**src/rtl/muldiv_seq_ctrl_if.sv**
```systemverilog
// Request/result handshake and shared-adder bus between the execute stage and
// the multiply/divide sequencer.
`timescale 1ns/1ps
interface muldiv_seq_ctrl_if #(
   parameter int XLEN = 32
);
   logic            req_valid;
   logic            req_ready;
   logic            req_op;
   logic [XLEN-1:0] req_a;
   logic [XLEN-1:0] req_b;
   logic            kill;
   logic            res_valid;
   logic            res_ready;
   logic [XLEN-1:0] res_hi;
   logic [XLEN-1:0] res_lo;
   logic            add_cin;
   logic [XLEN-1:0] add_d1;
   logic [XLEN-1:0] add_d2;
   logic [XLEN-1:0] add_sum;
   logic            add_cout;

   // Execute stage plus the shared adder instance.
   modport master (
      output req_valid, req_op, req_a, req_b, kill, res_ready, add_sum, add_cout,
      input  req_ready, res_valid, res_hi, res_lo, add_cin, add_d1, add_d2
   );

   // The sequencer itself.
   modport slave (
      input  req_valid, req_op, req_a, req_b, kill, res_ready, add_sum, add_cout,
      output req_ready, res_valid, res_hi, res_lo, add_cin, add_d1, add_d2
   );
endinterface

```
**src/rtl/muldiv_seq_ctrl.sv**
```systemverilog
// Radix-2 unsigned MULU/DIVU sequencer driving the core's shared 32-bit adder.
// Optional macro MULDIV_DIV0_FAST_EN: divide-by-zero skips the iteration phase.
`timescale 1ns/1ps
module muldiv_seq_ctrl #(
   parameter int XLEN  = 32,
   parameter int CNT_W = 5
) (
   input  logic                clk,
   input  logic                rst_n,
   muldiv_seq_ctrl_if.slave    bus
);

   typedef enum logic [1:0] {S_IDLE, S_RUN, S_DONE} state_t;

   localparam logic [CNT_W-1:0] CNT_LAST = CNT_W'(XLEN - 1);

   state_t          state_q, state_d;
   logic [XLEN-1:0] hi_q, hi_d;
   logic [XLEN-1:0] lo_q, lo_d;
   logic [XLEN-1:0] opnd_q, opnd_d;
   logic [CNT_W-1:0] cnt_q, cnt_d;
   logic            op_q, op_d;
   logic [XLEN-1:0] div_d1;
   logic            qbit;

   always_ff @(posedge clk or negedge rst_n) begin
      if (!rst_n) begin
         state_q <= S_IDLE;
         hi_q    <= '0;
         lo_q    <= '0;
         opnd_q  <= '0;
         cnt_q   <= '0;
         op_q    <= 1'b0;
      end else begin
         state_q <= state_d;
         hi_q    <= hi_d;
         lo_q    <= lo_d;
         opnd_q  <= opnd_d;
         cnt_q   <= cnt_d;
         op_q    <= op_d;
      end
   end

   always_comb begin
      state_d       = state_q;
      hi_d          = hi_q;
      lo_d          = lo_q;
      opnd_d        = opnd_q;
      cnt_d         = cnt_q;
      op_d          = op_q;
      bus.req_ready = 1'b0;
      bus.res_valid = 1'b0;
      bus.add_cin   = 1'b0;
      bus.add_d1    = '0;
      bus.add_d2    = '0;
      // Partial remainder shifted left with the next dividend bit appended.
      div_d1        = {hi_q[XLEN-2:0], lo_q[XLEN-1]};
      qbit          = 1'b0;

      unique case (state_q)
         S_IDLE: begin
            bus.req_ready = 1'b1;
            if (bus.req_valid && !bus.kill) begin
               op_d  = bus.req_op;
               cnt_d = '0;
               hi_d  = '0;
               if (bus.req_op) begin
                  lo_d   = bus.req_a;
                  opnd_d = bus.req_b;
`ifdef MULDIV_DIV0_FAST_EN
                  if (bus.req_b == '0) begin
                     hi_d    = bus.req_a;
                     lo_d    = '1;
                     state_d = S_DONE;
                  end else begin
                     state_d = S_RUN;
                  end
`else
                  state_d = S_RUN;
`endif
               end else begin
                  lo_d    = bus.req_b;
                  opnd_d  = bus.req_a;
                  state_d = S_RUN;
               end
            end
         end

         S_RUN: begin
            bus.add_d2 = opnd_q;
            if (op_q) begin
               // Restoring divide: a set top bit means the shifted remainder
               // exceeds XLEN bits, so the subtraction always fits.
               bus.add_cin = 1'b1;
               bus.add_d1  = div_d1;
               qbit        = hi_q[XLEN-1] | bus.add_cout;
            end else begin
               bus.add_d1 = hi_q;
            end

            if (bus.kill) begin
               state_d = S_IDLE;
            end else begin
               if (op_q) begin
                  hi_d = qbit ? bus.add_sum : div_d1;
                  lo_d = {lo_q[XLEN-2:0], qbit};
               end else if (lo_q[0]) begin
                  {hi_d, lo_d} = {bus.add_cout, bus.add_sum, lo_q[XLEN-1:1]};
               end else begin
                  {hi_d, lo_d} = {1'b0, hi_q, lo_q[XLEN-1:1]};
               end
               cnt_d = cnt_q + 1'b1;
               if (cnt_q == CNT_LAST) begin
                  state_d = S_DONE;
               end
            end
         end

         S_DONE: begin
            bus.res_valid = 1'b1;
            if (bus.kill || bus.res_ready) begin
               state_d = S_IDLE;
            end
         end

         default: state_d = S_IDLE;
      endcase
   end

   assign bus.res_hi = hi_q;
   assign bus.res_lo = lo_q;

endmodule

```
**src/flat_wrapper.sv**
```systemverilog
// flat-port wrapper written by rule: the top's interface ports become plain ports
module muldiv_seq_ctrl_flat 
#(
   parameter int XLEN  = 32,
   parameter int CNT_W = 5
)
  (clk, rst_n, bus_req_valid, bus_req_op, bus_req_a, bus_req_b, bus_kill, bus_res_ready, bus_add_sum, bus_add_cout, bus_req_ready, bus_res_valid, bus_res_hi, bus_res_lo, bus_add_cin, bus_add_d1, bus_add_d2);
  muldiv_seq_ctrl_if #(.XLEN(XLEN)) bus_i ();
  input  logic clk;
  input  logic rst_n;
  input wire logic [$bits(bus_i.req_valid)-1:0] bus_req_valid;
  input wire logic [$bits(bus_i.req_op)-1:0] bus_req_op;
  input wire logic [$bits(bus_i.req_a)-1:0] bus_req_a;
  input wire logic [$bits(bus_i.req_b)-1:0] bus_req_b;
  input wire logic [$bits(bus_i.kill)-1:0] bus_kill;
  input wire logic [$bits(bus_i.res_ready)-1:0] bus_res_ready;
  input wire logic [$bits(bus_i.add_sum)-1:0] bus_add_sum;
  input wire logic [$bits(bus_i.add_cout)-1:0] bus_add_cout;
  output wire logic [$bits(bus_i.req_ready)-1:0] bus_req_ready;
  output wire logic [$bits(bus_i.res_valid)-1:0] bus_res_valid;
  output wire logic [$bits(bus_i.res_hi)-1:0] bus_res_hi;
  output wire logic [$bits(bus_i.res_lo)-1:0] bus_res_lo;
  output wire logic [$bits(bus_i.add_cin)-1:0] bus_add_cin;
  output wire logic [$bits(bus_i.add_d1)-1:0] bus_add_d1;
  output wire logic [$bits(bus_i.add_d2)-1:0] bus_add_d2;
  assign bus_i.req_valid = bus_req_valid;
  assign bus_i.req_op = bus_req_op;
  assign bus_i.req_a = bus_req_a;
  assign bus_i.req_b = bus_req_b;
  assign bus_i.kill = bus_kill;
  assign bus_i.res_ready = bus_res_ready;
  assign bus_i.add_sum = bus_add_sum;
  assign bus_i.add_cout = bus_add_cout;
  assign bus_req_ready = bus_i.req_ready;
  assign bus_res_valid = bus_i.res_valid;
  assign bus_res_hi = bus_i.res_hi;
  assign bus_res_lo = bus_i.res_lo;
  assign bus_add_cin = bus_i.add_cin;
  assign bus_add_d1 = bus_i.add_d1;
  assign bus_add_d2 = bus_i.add_d2;
  muldiv_seq_ctrl #(.XLEN(XLEN), .CNT_W(CNT_W)) u_core (.clk(clk), .rst_n(rst_n), .bus(bus_i));
endmodule
```
**config.mk**
```make
export PLATFORM = sky130hd
export DESIGN_NAME = muldiv_seq_ctrl_flat
export DESIGN_NICKNAME = d
export VERILOG_FILES = /design/src/rtl/muldiv_seq_ctrl_if.sv /design/src/rtl/muldiv_seq_ctrl.sv /design/src/flat_wrapper.sv
export SDC_FILE = /design/constraint.sdc
export NUM_CORES = 1
export LEC_CHECK = 0
export ABC_CLOCK_PERIOD_IN_PS = 4140
export CAP_MARGIN = 15
export CORE_MARGIN = 2
export CORE_UTILIZATION = 35
export DETAILED_ROUTE_END_ITERATION = 6
export PLACE_DENSITY = 0.75
export SLEW_MARGIN = 20
export SYNTH_ARGS = -nofsm -noshare
export SYNTH_HDL_FRONTEND = slang
export SYNTH_SLANG_ARGS = --single-unit
```
**constraint.sdc**
```tcl
create_clock -name clk -period 4.14 [get_ports clk]
set_input_delay 0.828 -clock clk [delete_from_list [all_inputs] [get_ports clk]]
set_output_delay 0.828 -clock clk [all_outputs]
set_load 0.01 [all_outputs]
```
* Word-level counts from Yosys, hierarchy flattened
Index checks and enable logic that the tools add are counted.
Storage, ports and cells: flip-flop bits (word level) 104, input bits 103, output and inout port bits 131, logic and storage cells 53
Operators by class: add/sub/neg operators 1, eq/ne operators 7, mux-type cells 30, bitwise logic cells 1, reductions and logical operators 8
Operators by type and width (number):
- 32-bit two-way mux | 14
- 32-bit one-hot mux with 2 select lines | 2
- 5-bit two-way mux | 2
- 5-bit one-hot mux with 2 select lines | 1
- 2-bit two-way mux | 4
- 1-bit two-way mux | 6
- 2-bit one-hot mux with 3 select lines | 1
- 3-bit AND reduction | 2
- 5-bit by 1-bit adder with 5-bit output (second input constant) | 1
- 5-bit equality test (second input constant) | 1
- 2-bit by 1-bit != test with 1-bit output (second input constant) | 2
- 3-bit by 2-bit != test with 1-bit output (second input constant) | 1
- 2-bit by 1-bit equality test with 1-bit output (second input constant) | 1
- 2-bit equality test (second input constant) | 1
- 2-bit zero test | 1
- 2-bit != test (second input constant) | 1
- 2-bit AND reduction | 1
- 2-bit nonzero test | 1
- 1-bit logical AND | 1
- 1-bit zero test | 1
- 1-bit logical OR | 1
- 1-bit bitwise OR | 1

* Depth between registers and ports, before layout
Gate-level depths: netlist of the first run.
word-level depth 7, gate-level depth with buffers 6

* Worst setup path after synthesis of the first run
Ideal clock, no wire load.
path kind flip-flop to output port, from register u_core.state_q[0], to output bus_add_d1[22], arrival time 1.366 ns, required time 3.312 ns, slack 1.946 ns, cell stages (with the launch flop) 6, path through dfrtp_1 -> nand2b_1 -> buf_2 -> clkbuf_1 -> clkbuf_1 -> nor2_1
Between the ends: longest elaborated chain between the ends 2
RTL lines:
- from (decl) | line muldiv_seq_ctrl.sv:17 | state_t state_q, state_d;
- from (signal assigned) | line muldiv_seq_ctrl.sv:35 | state_q <= state_d;
- 2-bit by 1-bit equality test with 1-bit output | line muldiv_seq_ctrl.sv:60 | unique case (state_q)
- 32-bit two-way mux | line muldiv_seq_ctrl.sv:60
- to (decl) | line flat_wrapper.sv:24 | output wire logic [$bits(bus_i.add_d1)-1:0] bus_add_d1;
No other way between the ends.

* Final worst setup path of the first run
from register u_core.state_q[0], to output bus_add_d2[31]
Between the ends: longest elaborated chain between the ends 2
RTL lines:
- 2-bit by 1-bit equality test with 1-bit output | line muldiv_seq_ctrl.sv:60
- 32-bit two-way mux | line muldiv_seq_ctrl.sv:60
- to (decl) | line flat_wrapper.sv:25 | output wire logic [$bits(bus_i.add_d2)-1:0] bus_add_d2;
No other way between the ends.

==> metrics.log, run 1 <==
[metrics] count of H-tree levels built during CTS: 3
[metrics] fraction of met2 tracks used by global routing: 0.333
[metrics] total nets after synthesis: 799
[metrics] first-pass GRT wire length: 34100 µm
[metrics] final net count: 991
[metrics] outcome: finished clean
[metrics] fin. max-slew vios: 0
[metrics] Congestion Overflow GR: 0
[metrics] area growth from synthesis to final layout: 40.1%
[metrics] Critical Path Start Type: flop
[metrics] effective utilization at floorplan: 0.358
[metrics] chip height: 145 µm
[metrics] setup slack on the worst flop-to-flop path: 1.90 ns
[metrics] endpoint of the worst-slack reg-to-reg timing path: u_core.bus.res_hi[25]
[metrics] Cell Rows: between 50 and 60
[metrics] M3 GR Usage: 0.0379
[metrics] post-synth cell types: 37
[metrics] number of antenna violations at the first check in global routing: 0
[metrics] CTS buffer count: 9
[metrics] slew at the pin closest to its max-slew limit: between 0.9 and 1 ns
[metrics] Static Leakage: 4.14 nW
[metrics] hold-fix buffers at CTS: 0
[metrics] global placement routability congestion: 0.778
[metrics] ratio of routed vias to standard cells: around 5.3
[metrics] data required time at the worst endpoint: ~3.3 ns
[metrics] register bit total from synthesis: 104
[metrics] share of flip-flops with an asynchronous set or reset: 1.00
[metrics] Reg2Reg Launch Point: u_core.state_q[0]
[metrics] clock slew seen by the registers of the worst setup and hold paths: ~0.07 ns
[metrics] number of ports placed on the die boundary: about 230
[metrics] Hold Path Cell Cnt: 1
[metrics] number of antenna cells inserted: 0
[metrics] Die Footprint: 0.0211 mm²
[metrics] Worst Reg2Reg Path Length in Cells: 5
[metrics] via count: between 6000 and 7000
[metrics] area of the mapped netlist: 0.00699 mm²
[metrics] initial DRC count: between 300 and 400
[metrics] Post-DP Area: 0.00950 mm²
[metrics] power density relative to cell area: 428 mW/mm²
[metrics] DR pass1 iterations: 5
[metrics] clock tree from TritonCTS: built
[metrics] grt met1 use: 0.255
[metrics] f_max: 0.292 GHz
[metrics] total negative setup slack: 0 ns
[metrics] Clk Tree Root Cell: sky130_fd_sc_hd__clkbuf_16
[metrics] Worst setup EP type: output port
[metrics] leading cell type by number of instances after synthesis: sky130_fd_sc_hd__mux2i_1
[metrics] largest voltage drop on the vdd net: 274 µV
[metrics] largest net degree at the start of global routing: 66
[metrics] Top FF cell, synth: sky130_fd_sc_hd__dfrtp_1
[metrics] count of flip-flops with a built-in enable after synthesis: 0
[metrics] Port Buf Inserts: 233
[metrics] biggest area consumer among synthesized cells: sky130_fd_sc_hd__dfrtp_1
[metrics] insertion delay to the later sink of the worst-skew pair: 0.35 ns
[metrics] syn_area_per_cell: 10.1 µm²
[metrics] worst-case clock buffer depth: 2
[metrics] Synth area leaders: sky130_fd_sc_hd__dfrtp_1 (37%), sky130_fd_sc_hd__mux2i_1 (23%), sky130_fd_sc_hd__mux2_2 (5.2%)
[metrics] placed instance count: about 1100
[metrics] portion of the post-synthesis area used by sequential elements: 0.372
[metrics] via count of the first global-routing pass: between 6000 and 7000
[metrics] top-area cell type share of the netlist area: 0.372
[metrics] Residual DRC: 0
[metrics] min-delay src: u_core.cnt_q[0]
[metrics] total count of hold-check failures in the final report: 0
[metrics] Clock Skews: 0.00665 ns
[metrics] count of synthesis-stage warnings from yosys: 0
[metrics] post-cts gate resize count: 0
[metrics] layout cell share with drive strength beyond 1: 0.0875
[metrics] Setup CP Type: flop to output port
[metrics] overall fraction of global-route tracks in use: 0.197
[metrics] detailed placement HPWL: 14700 µm
[metrics] worst-case headroom to the max-slew limit: 0.339
[metrics] RSZ-0062 raised after global routing: false
[metrics] detail-routed net length per standard cell: 18.3 µm
[metrics] design area: 0.00980 mm²
[metrics] number of setup violations in the final report: 0
[metrics] CTS sink count: 104
[metrics] width of the die: 145 µm
[metrics] period utilisation layout: 0.828
[metrics] minimum period implied by the final worst setup slack: between 3 and 4 ns
[metrics] worst endpoint data arrival time: 2.60 ns
[metrics] worst hold path endpoint: u_core.cnt_q[0]
[metrics] antenna-violating nets left: 0
[metrics] post-route insts no fill: ~1200
[metrics] layer carrying the most global-route usage: met2
[metrics] Post-CTS Setup Inserts: 0
[metrics] count of max-cap constraint violations: 0
[metrics] wirelength, routed: 21200 µm
[metrics] Hold Crit Class: flop to flop
[metrics] peak fanout along the critical path: 17
[metrics] number of instances in the synthesized netlist: 694
[metrics] list of most frequent post-synthesis cells: sky130_fd_sc_hd__mux2i_1 (162), sky130_fd_sc_hd__dfrtp_1 (104), sky130_fd_sc_hd__nor2_1 (71)
[metrics] core area: 0.0195 mm²
-- layer usage --
layer,vias to the layer above,routed length [µm],share of wire
met1,2982,9480,0.45
li1,2954,-,-
met4,0,427,0.020
met5,-,0,0
met3,22,1030,0.049
met2,163,10300,0.48
-- sequential cells by signal, summed over array words and instances (netlist names) --
name,count
u_core.bus.res_hi,32
u_core.opnd_q,32
u_core.state_q,2
u_core.bus.res_lo,32
u_core.cnt_q,5
u_core.op_q,1
-- layout by cell type, fill, tap and decap left out, types with 2 or more instances in the layout --
master	instances
sky130_fd_sc_hd__clkdlybuf4s50_1	231
sky130_fd_sc_hd__mux2i_1	162
sky130_fd_sc_hd__dfrtp_1	102
sky130_fd_sc_hd__nor2_1	70
sky130_fd_sc_hd__a21oi_1	64
sky130_fd_sc_hd__and2_1	32
sky130_fd_sc_hd__mux2_2	32
sky130_fd_sc_hd__o21a_1	31
sky130_fd_sc_hd__a22o_1	31
sky130_fd_sc_hd__a211o_1	30
sky130_fd_sc_hd__buf_4	22
sky130_fd_sc_hd__a221o_1	15
sky130_fd_sc_hd__nor4b_1	14
sky130_fd_sc_hd__clkbuf_16	9
sky130_fd_sc_hd__inv_1	4
sky130_fd_sc_hd__a211oi_1	3
sky130_fd_sc_hd__o21ai_0	3
sky130_fd_sc_hd__nand2_1	3
sky130_fd_sc_hd__nor2b_1	2
sky130_fd_sc_hd__and3_1	2
sky130_fd_sc_hd__ha_1	2
sky130_fd_sc_hd__inv_6	2
sky130_fd_sc_hd__clkinv_2	2
-- where the power goes --
part	switching (mW)	total (mW)	leakage (nW)	internal [mW]
logic	0.750	1.75	2.72	1.00
clock network	0.399	0.872	0.147	0.473
registers	0.322	1.57	1.27	1.25
total	1.47	4.19	4.14	2.72
-- worst max-delay path by stage --
| stage | start | endpoint |
|---|---|---|
| 2_1_floorplan | u_core.state_q[0] | bus_add_d1[22] |
| 4_1_cts | u_core.state_q[0] | bus_add_d2[31] |
| 6_report | u_core.state_q[0] | bus_add_d2[31] |
| 5_1_grt | u_core.state_q[0] | bus_add_d2[31] |
| 3_5_place_dp | u_core.state_q[0] | bus_add_d2[31] |
| 3_3_place_gp | u_core.state_q[0] | bus_add_d2[31] |
-- area by class of cell --
class,count,area [µm²]
timing repair buffer,253,2480
sequential,104,2610
clock inverter,6,66.3
inverter,5,18.8
fill,1864,9730
tap,265,332
multi-input combinational,513,4070
clock buffer,10,229
-- stage by stage --
step                      utilization  hold WS (ns)  power, mW  setup WS [ns]
after floorplan                     -         0.478       2.48           1.95
after global placement          0.487         0.490       3.31           1.11
after detailed placement        0.487         0.501       3.35           1.06
after CTS                       0.502         0.513       4.23          0.667
after global routing            0.502         0.545       4.43          0.533
final                           0.502         0.510       4.19          0.711
-- logic make-up (layout without fill, tap and decap cells) --
group                    Yosys count  in the layout  share of synthesized area
multiplexers                     194            194                      0.283
AO/OA/AOI/OAI                    184            184                      0.190
AND/OR/NAND/NOR                  132            132                     0.0995
flip-flops                       104            104                      0.372
buffers and inverters             77            274                     0.0499
adder cells (fa/ha/maj)            2              2                    0.00358
XOR/XNOR                           1              1                    0.00125
-- critical path, stage by stage, from the launching register on --
cell and delay [ns]:
sky130_fd_sc_hd__dfrtp_1 0.61, sky130_fd_sc_hd__nor2b_2 0.63, sky130_fd_sc_hd__buf_4 0.28, sky130_fd_sc_hd__and2_1 0.13, sky130_fd_sc_hd__clkdlybuf4s50_1 0.60
Power figures use the tool's default switching activity.
==> inputs of run 2 (changes only) <==
--- a/config.mk
+++ b/config.mk
@@ -5,12 +5,12 @@
 export SDC_FILE = /design/constraint.sdc
 export NUM_CORES = 1
 export LEC_CHECK = 0
-export ABC_CLOCK_PERIOD_IN_PS = 4140
+export ABC_CLOCK_PERIOD_IN_PS = 3000
 export CAP_MARGIN = 15
 export CORE_MARGIN = 2
 export CORE_UTILIZATION = 35
 export DETAILED_ROUTE_END_ITERATION = 6
-export PLACE_DENSITY = 0.75
+export PLACE_DENSITY = 0.77
 export SLEW_MARGIN = 20
 export SYNTH_ARGS = -nofsm -noshare
 export SYNTH_HDL_FRONTEND = slang
==> constraint.sdc (replaced) <==
create_clock -name clk -period 3 [get_ports clk]
set_input_delay 0.6 -clock clk [delete_from_list [all_inputs] [get_ports clk]]
set_output_delay 0.6 -clock clk [all_outputs]
set_load 0.01 [all_outputs]
==> run 2 against run 1 <==
- register-to-register slack worse by 1.1 ns
- hold slack worse by 0.29 ns
- final area rose by 0.74%
- setup slack got worse by 0.48 ns
- core utilization is 0.37 points higher
- sequential power up 39%
- final cell count grew 0.43%
- sequential share of layout area shrank 0.20 points
- die area unchanged
- critical path type unchanged
- highest routed layer unchanged
==> metrics.log, run 2 (same netlist as run 1, synthesis figures left out) <==
[metrics] outcome: finished clean
[metrics] worst endpoint data arrival time: 2.17 ns (-0.43 ns)
[metrics] Static Leakage: 4.16 nW (+0.59%)
[metrics] period utilisation layout: 0.922
[metrics] Clock Skews: 0.00977 ns (+0.00312 ns)
[metrics] peak fanout along the critical path: 14 (-3)
[metrics] Worst Reg2Reg Path Length in Cells: 4 (-1)
[metrics] number of antenna cells inserted: 0 (unchanged)
[metrics] worst-case headroom to the max-slew limit: 0.453 (+0.115)
[metrics] design area: 0.00987 mm² (+0.74%)
[metrics] Final Worst Setup Slack: 0.233 ns (-0.478 ns)
[metrics] worst setup slack after placement: 0.620 ns (-0.439 ns)
[metrics] fin. max-slew vios: 0 (unchanged)
[metrics] hold-fix buffers at CTS: 0 (unchanged)
[metrics] clock tree from TritonCTS: built
[metrics] data required time at the worst endpoint: 2.40 ns (-0.91 ns)
[metrics] detail-routed net length per standard cell: 18.5 µm (+0.68%)
[metrics] f_max: 0.361 GHz
[metrics] CTS sink count: 104 (unchanged)
[metrics] Post-DP Area: 0.00959 mm² (+0.92%)
[metrics] via count of the first global-routing pass: 6235 (+0.14%)
[metrics] Reg2Reg Launch Point: u_core.op_q
[metrics] clock slew seen by the registers of the worst setup and hold paths: 0.08 ns (about the same)
[metrics] number of ports placed on the die boundary: 234 (unchanged)
[metrics] count of max-cap constraint violations: 0 (unchanged)
[metrics] number of filler instances in the final layout: 1819 (-2.4%)
[metrics] overall fraction of global-route tracks in use: 0.197 (+0.000857)
[metrics] initial DRC count: 325 (-18%)
[metrics] ratio of routed vias to standard cells: 5.42 (+2.3%)
[metrics] chip height: 145 µm (unchanged)
[metrics] largest voltage drop on the vdd net: 366 µV (+33%)
[metrics] number of setup violations in the final report: 0 (unchanged)
[metrics] Clk Tree Root Cell: sky130_fd_sc_hd__clkbuf_16
[metrics] antenna-violating nets left: 0 (unchanged)
[metrics] global placement routability congestion: 0.761 (-2.2%)
[metrics] via count: 6291 (+2.8%)
[metrics] Hold Crit Class: input pin to async pin
[metrics] most used cells in the layout excluding fill and tap cells: sky130_fd_sc_hd__clkdlybuf4s50_1 (231), sky130_fd_sc_hd__mux2i_1 (162), sky130_fd_sc_hd__dfrtp_1 (102)
[metrics] endpoint of the worst-slack reg-to-reg timing path: u_core.bus.res_lo[27]
[metrics] total count of hold-check failures in the final report: 0 (unchanged)
[metrics] DR pass1 iterations: 4 (-1)
[metrics] CTS buffer count: 9 (unchanged)
[metrics] detailed placement HPWL: 14900 µm (+1.8%)
[metrics] width of the die: 145 µm (unchanged)
[metrics] setup slack on the worst flop-to-flop path: 0.83 ns (-1.07 ns)
[metrics] area growth from synthesis to final layout: 41.2%
[metrics] number of antenna violations at the first check in global routing: 0 (unchanged)
[metrics] largest net degree at the start of global routing: 64 (-3.0%)
[metrics] Port Buf Inserts: 233 (unchanged)
[metrics] worst-case clock buffer depth: 2 (unchanged)
[metrics] Cell Rows: 51 (unchanged)
[metrics] layout cell share with drive strength beyond 1: 0.0926 (+0.00509)
[metrics] post-cts gate resize count: 0 (unchanged)
[metrics] Post-CTS Setup Inserts: 0 (unchanged)
[metrics] Die Footprint: 0.0211 mm² (unchanged)
[metrics] Critical Path Start Type: flop
[metrics] effective utilization at floorplan: 0.358 (unchanged)
[metrics] minimum period implied by the final worst setup slack: 2.77 ns
[metrics] Residual DRC: 0 (unchanged)
[metrics] Setup crit end: bus_add_d2[26]
[metrics] Worst setup EP type: output port
[metrics] wirelength, routed: 21400 µm (+1.1%)
[metrics] Congestion Overflow GR: 0 (unchanged)
[metrics] total negative setup slack: 0 ns (unchanged)
[metrics] first-pass GRT wire length: 34400 µm (+0.95%)
[metrics] insertion delay to the later sink of the worst-skew pair: 0.35 ns (about the same)
[metrics] core area: 0.0195 mm² (unchanged)
[metrics] final net count: 996 (+0.50%)
[metrics] Setup CP Type: flop to output port
[metrics] slew at the pin closest to its max-slew limit: 0.817 ns (-0.175 ns)
[metrics] most common library cell in the layout ignoring fill and taps: sky130_fd_sc_hd__clkdlybuf4s50_1
[metrics] Critical Path Start: u_core.state_q[0]
[metrics] power density relative to cell area: 583 mW/mm² (+36%)
[metrics] RSZ-0062 raised after global routing: false
[metrics] count of H-tree levels built during CTS: 3 (unchanged)
## run 2: worst min-delay path by stage
stage / end / slack [ns] / cells past startpoint
finish: u_core.bus.res_lo[1] / 0.22 / 1
global route: u_core.bus.res_lo[1] / 0.25 / 1
CTS: u_core.bus.res_lo[1] / 0.22 / 1
detailed placement: u_core.opnd_q[31] / 0.51 / 2
global placement: u_core.cnt_q[0] / 0.49 / 1
floorplan: u_core.bus.res_hi[0] / 0.30 / 0
## run 2: metrics by stage
stage                      util  hold slack (ns)  cells  total power [mW]
final                     0.506            0.217   1161              5.76
after global routing      0.506            0.250   1161              6.10
after CTS                 0.506            0.225   1161              5.81
after detailed placement  0.491            0.509   1145              4.64
after global placement    0.491            0.494   1145              4.60
after floorplan               -            0.304    694              3.42
## run 2: final cells by class
cell class                      count  area [µm²]  share of cell area
Inverter                            5        18.8             0.00190
Multi-Input combinational cell    513        4070               0.412
Tap cell                          265         332              0.0336
Timing Repair Buffer              258        2560               0.260
Clock inverter                      6        51.3             0.00520
Clock buffer                       10         229              0.0232
Sequential cell                   104        2610               0.264
## run 2: critical path: stages (launching register included)
cell,delay [ns]
sky130_fd_sc_hd__dfrtp_1,0.44
sky130_fd_sc_hd__nor2b_2,0.42
sky130_fd_sc_hd__buf_4,0.27
sky130_fd_sc_hd__and2_1,0.15
sky130_fd_sc_hd__clkdlybuf4s50_1,0.54
## run 2: where the power goes
| part | switching (mW) | total, mW | internal [mW] |
|---|---|---|---|
| logic | 1.02 | 2.42 | 1.40 |
| registers | 0.462 | 2.19 | 1.73 |
| clock network | 0.573 | 1.15 | 0.576 |
## run 2: metal layers
metal	up-vias	global-route usage	part of all wire
met5	-	0	0
met4	0	0.0623	0.018
met3	19	0.0304	0.046
met2	173	0.323	0.48
met1	3132	0.270	0.45
li1	2967	-	-
==> inputs of run 3 (changes only) <==
--- a/config.mk
+++ b/config.mk
@@ -10,8 +10,8 @@
 export CORE_MARGIN = 2
 export CORE_UTILIZATION = 35
 export DETAILED_ROUTE_END_ITERATION = 6
+export MAX_ROUTING_LAYER = met4
 export PLACE_DENSITY = 0.77
-export SLEW_MARGIN = 20
 export SYNTH_ARGS = -nofsm -noshare
 export SYNTH_HDL_FRONTEND = slang
 export SYNTH_SLANG_ARGS = --single-unit
==> constraint.sdc (replaced) <==
create_clock -name clk -period 3 [get_ports clk]
set_input_delay 0.6 -clock clk [delete_from_list [all_inputs] [get_ports clk]]
set_output_delay 0.6 -clock clk [all_outputs]
set_load 0.05 [all_outputs]
==> run 3 against run 2 <==
- via count decreased by 3.0%
- clock power is 6% higher
- sequential power barely moved
- first-iteration DRC count grew 21%
- largest cell class unchanged
==> metrics.log, run 3 (same netlist as run 1, synthesis figures left out) <==
[metrics] outcome: finished clean
[metrics] insertion delay to the later sink of the worst-skew pair: 0.35 ns (about the same)
[metrics] global placement routability congestion: 0.824 (+8.4%)
[metrics] first-pass GRT wire length: 34100 µm (-1.1%)
[metrics] ratio of routed vias to standard cells: 5.27 (-2.8%)
[metrics] layer carrying the most global-route usage: met2
[metrics] effective utilization at floorplan: 0.358 (unchanged)
[metrics] fin util: 0.539 (+0.0333)
[metrics] number of setup violations in the final report: 0 (unchanged)
[metrics] clock tree from TritonCTS: built
[metrics] number of ports placed on the die boundary: 234 (unchanged)
[metrics] worst-case clock buffer depth: 2 (unchanged)
[metrics] largest net degree at the start of global routing: 64 (unchanged)
[metrics] width of the die: 145 µm (unchanged)
[metrics] Post-CTS Setup Inserts: 0 (unchanged)
[metrics] design area: 0.0105 mm² (+6.6%)
[metrics] slowest cell delay on critical path: 0.86 ns (+0.32 ns)
[metrics] Congestion Overflow GR: 0 (unchanged)
[metrics] core area: 0.0195 mm² (unchanged)
[metrics] endpoint of the worst-slack reg-to-reg timing path: u_core.bus.res_lo[13]
[metrics] Worst setup EP type: output port
[metrics] antenna-violating nets left: 0 (unchanged)
[metrics] Critical-path top delay cell: sky130_fd_sc_hd__clkdlybuf4s50_1
[metrics] worst endpoint data arrival time: 1.99 ns (-0.18 ns)
[metrics] number of filler instances in the final layout: 1752 (-3.7%)
[metrics] Final Worst Setup Slack: 0.411 ns (+0.178 ns)
[metrics] setup slack on the worst flop-to-flop path: 0.80 ns (-0.03 ns)
[metrics] wirelength, routed: 21100 µm (-1.4%)
[metrics] count of H-tree levels built during CTS: 3 (unchanged)
[metrics] Worst Reg2Reg Path Length in Cells: 4 (unchanged)
[metrics] grt met1 use: 0.262 (-0.00827)
[metrics] Clock Skews: 0.00662 ns (-0.00314 ns)
[metrics] Cell Rows: 51 (unchanged)
[metrics] DR pass1 iterations: 4 (unchanged)
[metrics] Static Leakage: 4.49 nW (+7.7%)
[metrics] detailed placement HPWL: 14800 µm (-1.1%)
[metrics] number of antenna violations at the first check in global routing: 0 (unchanged)
[metrics] area growth from synthesis to final layout: 50.5%
[metrics] Residual DRC: 0 (unchanged)
[metrics] WP buf/inv: 1 (-1)
[metrics] Reg2Reg Launch Point: u_core.op_q
[metrics] total count of hold-check failures in the final report: 0 (unchanged)
[metrics] layout cell share with drive strength beyond 1: 0.164 (+0.0718)
[metrics] RSZ-0062 raised after global routing: false
[metrics] data required time at the worst endpoint: 2.40 ns (about the same)
[metrics] Hold Crit Class: input pin to async pin
[metrics] most used cells in the layout excluding fill and tap cells: sky130_fd_sc_hd__clkdlybuf4s50_1 (166), sky130_fd_sc_hd__mux2i_1 (162), sky130_fd_sc_hd__dfrtp_1 (102)
[metrics] fin. max-slew vios: 0 (unchanged)
[metrics] Critical Path Start Type: flop
[metrics] final net count: 994 (-0.20%)
[metrics] initial DRC count: 394 (+21%)
[metrics] CTS buffer count: 9 (unchanged)
[metrics] total negative setup slack: 0 ns (unchanged)
[metrics] peak fanout along the critical path: 16 (+2)
[metrics] clock slew seen by the registers of the worst setup and hold paths: 0.07 ns (about the same)
[metrics] worst setup slack after placement: 0.470 ns (-0.150 ns)
[metrics] detail-routed net length per standard cell: 18.2 µm (-1.2%)
[metrics] hold-fix buffers at CTS: 0 (unchanged)
[metrics] Setup CP Type: flop to output port
[metrics] minimum period implied by the final worst setup slack: 2.59 ns (-0.178 ns)
[metrics] crit path cell chain: nor2b_1, clkdlybuf4s50_1
[metrics] number of antenna cells inserted: 0 (unchanged)
[metrics] period utilisation layout: 0.863 (-0.0595)
[metrics] worst-case headroom to the max-slew limit: 0.363 (-0.0905)
[metrics] fraction of met2 tracks used by global routing: 0.334 (+0.0114)
[metrics] post-cts gate resize count: 0 (unchanged)
[metrics] Port Buf Inserts: 233 (unchanged)
[metrics] overall fraction of global-route tracks in use: 0.203 (+0.00567)
[metrics] power density relative to cell area: 676 mW/mm² (+16%)
[metrics] M3 GR Usage: 0.0389 (+0.00846)
[metrics] Post-DP Area: 0.0102 mm² (+6.5%)
[metrics] Die Footprint: 0.0211 mm² (unchanged)
[metrics] CTS sink count: 104 (unchanged)
[metrics] chip height: 145 µm (unchanged)
[metrics] largest voltage drop on the vdd net: 378 µV (+3.3%)
[metrics] slew at the pin closest to its max-slew limit: 0.952 ns (+0.135 ns)
[metrics] Clk Tree Root Cell: sky130_fd_sc_hd__clkbuf_16
[metrics] count of max-cap constraint violations: 0 (unchanged)
[metrics] largest delay contributor family on the critical path: buffers and inverters
[metrics] f_max: 0.386 GHz (+6.9%)
[metrics] via count of the first global-routing pass: 6200 (-0.56%)
[metrics] via count: 6104 (-3.0%)
[metrics] most common library cell in the layout ignoring fill and taps: sky130_fd_sc_hd__clkdlybuf4s50_1
## run 3: cell types whose count changed in the layout (fill, tap and decap cells not counted), sizes merged
cell           before  now
clkdlybuf4s50     231  166
bufinv              0    1
inv                 8    6
buf                27   90
clkinvlp            3    2
clkinv              0    2
## run 3: worst max-delay path by stage
stage	from	end	slack, ns	depth (start not counted)
final	u_core.state_q[0]	bus_res_valid	0.41	2
after global routing	u_core.state_q[0]	bus_res_valid	0.32	2
after CTS	u_core.state_q[0]	bus_res_valid	0.40	2
after detailed placement	bus_kill	u_core.bus.res_hi[27]	0.47	5
after global placement	bus_kill	u_core.bus.res_hi[20]	0.52	5
after floorplan	u_core.bus.res_hi[31]	bus_add_d1[31]	0.41	4
## run 3: power breakdown
group          total, mW  switching, mW  leakage (nW)  internal [mW]
Sequential          2.16          0.436          1.27           1.73
Clock               1.22          0.547         0.145          0.674
Combinational       3.73           2.13          3.07           1.60
## run 3: cell type report
class                   instances  area, µm²  area share
clock buffers                  10        239      0.0227
clock inverters                 6       67.6     0.00642
inverters                       5       18.8     0.00178
multi-input cells             513       4070       0.387
flip-flops and latches        104       2610       0.248
well taps                     265        332      0.0315
repair buffers                256       3190       0.303
## run 3: metrics by stage
step | instances | total power [mW] | hold WS, ns
floorplan | 694 | 4.44 | 0.304
CTS | 1159 | 7.18 | 0.375
global placement | 1143 | 5.88 | 0.496
finish | 1159 | 7.11 | 0.346
global route | 1159 | 7.46 | 0.400
detailed placement | 1143 | 5.93 | 0.504
## run 3: routing by layer
metal	share of wire	routed length, µm	vias up
met5	0	0	-
li1	-	-	2959
met3	0.038	810	16
met1	0.45	9550	2979
met4	0.013	278	0
met2	0.50	10500	150
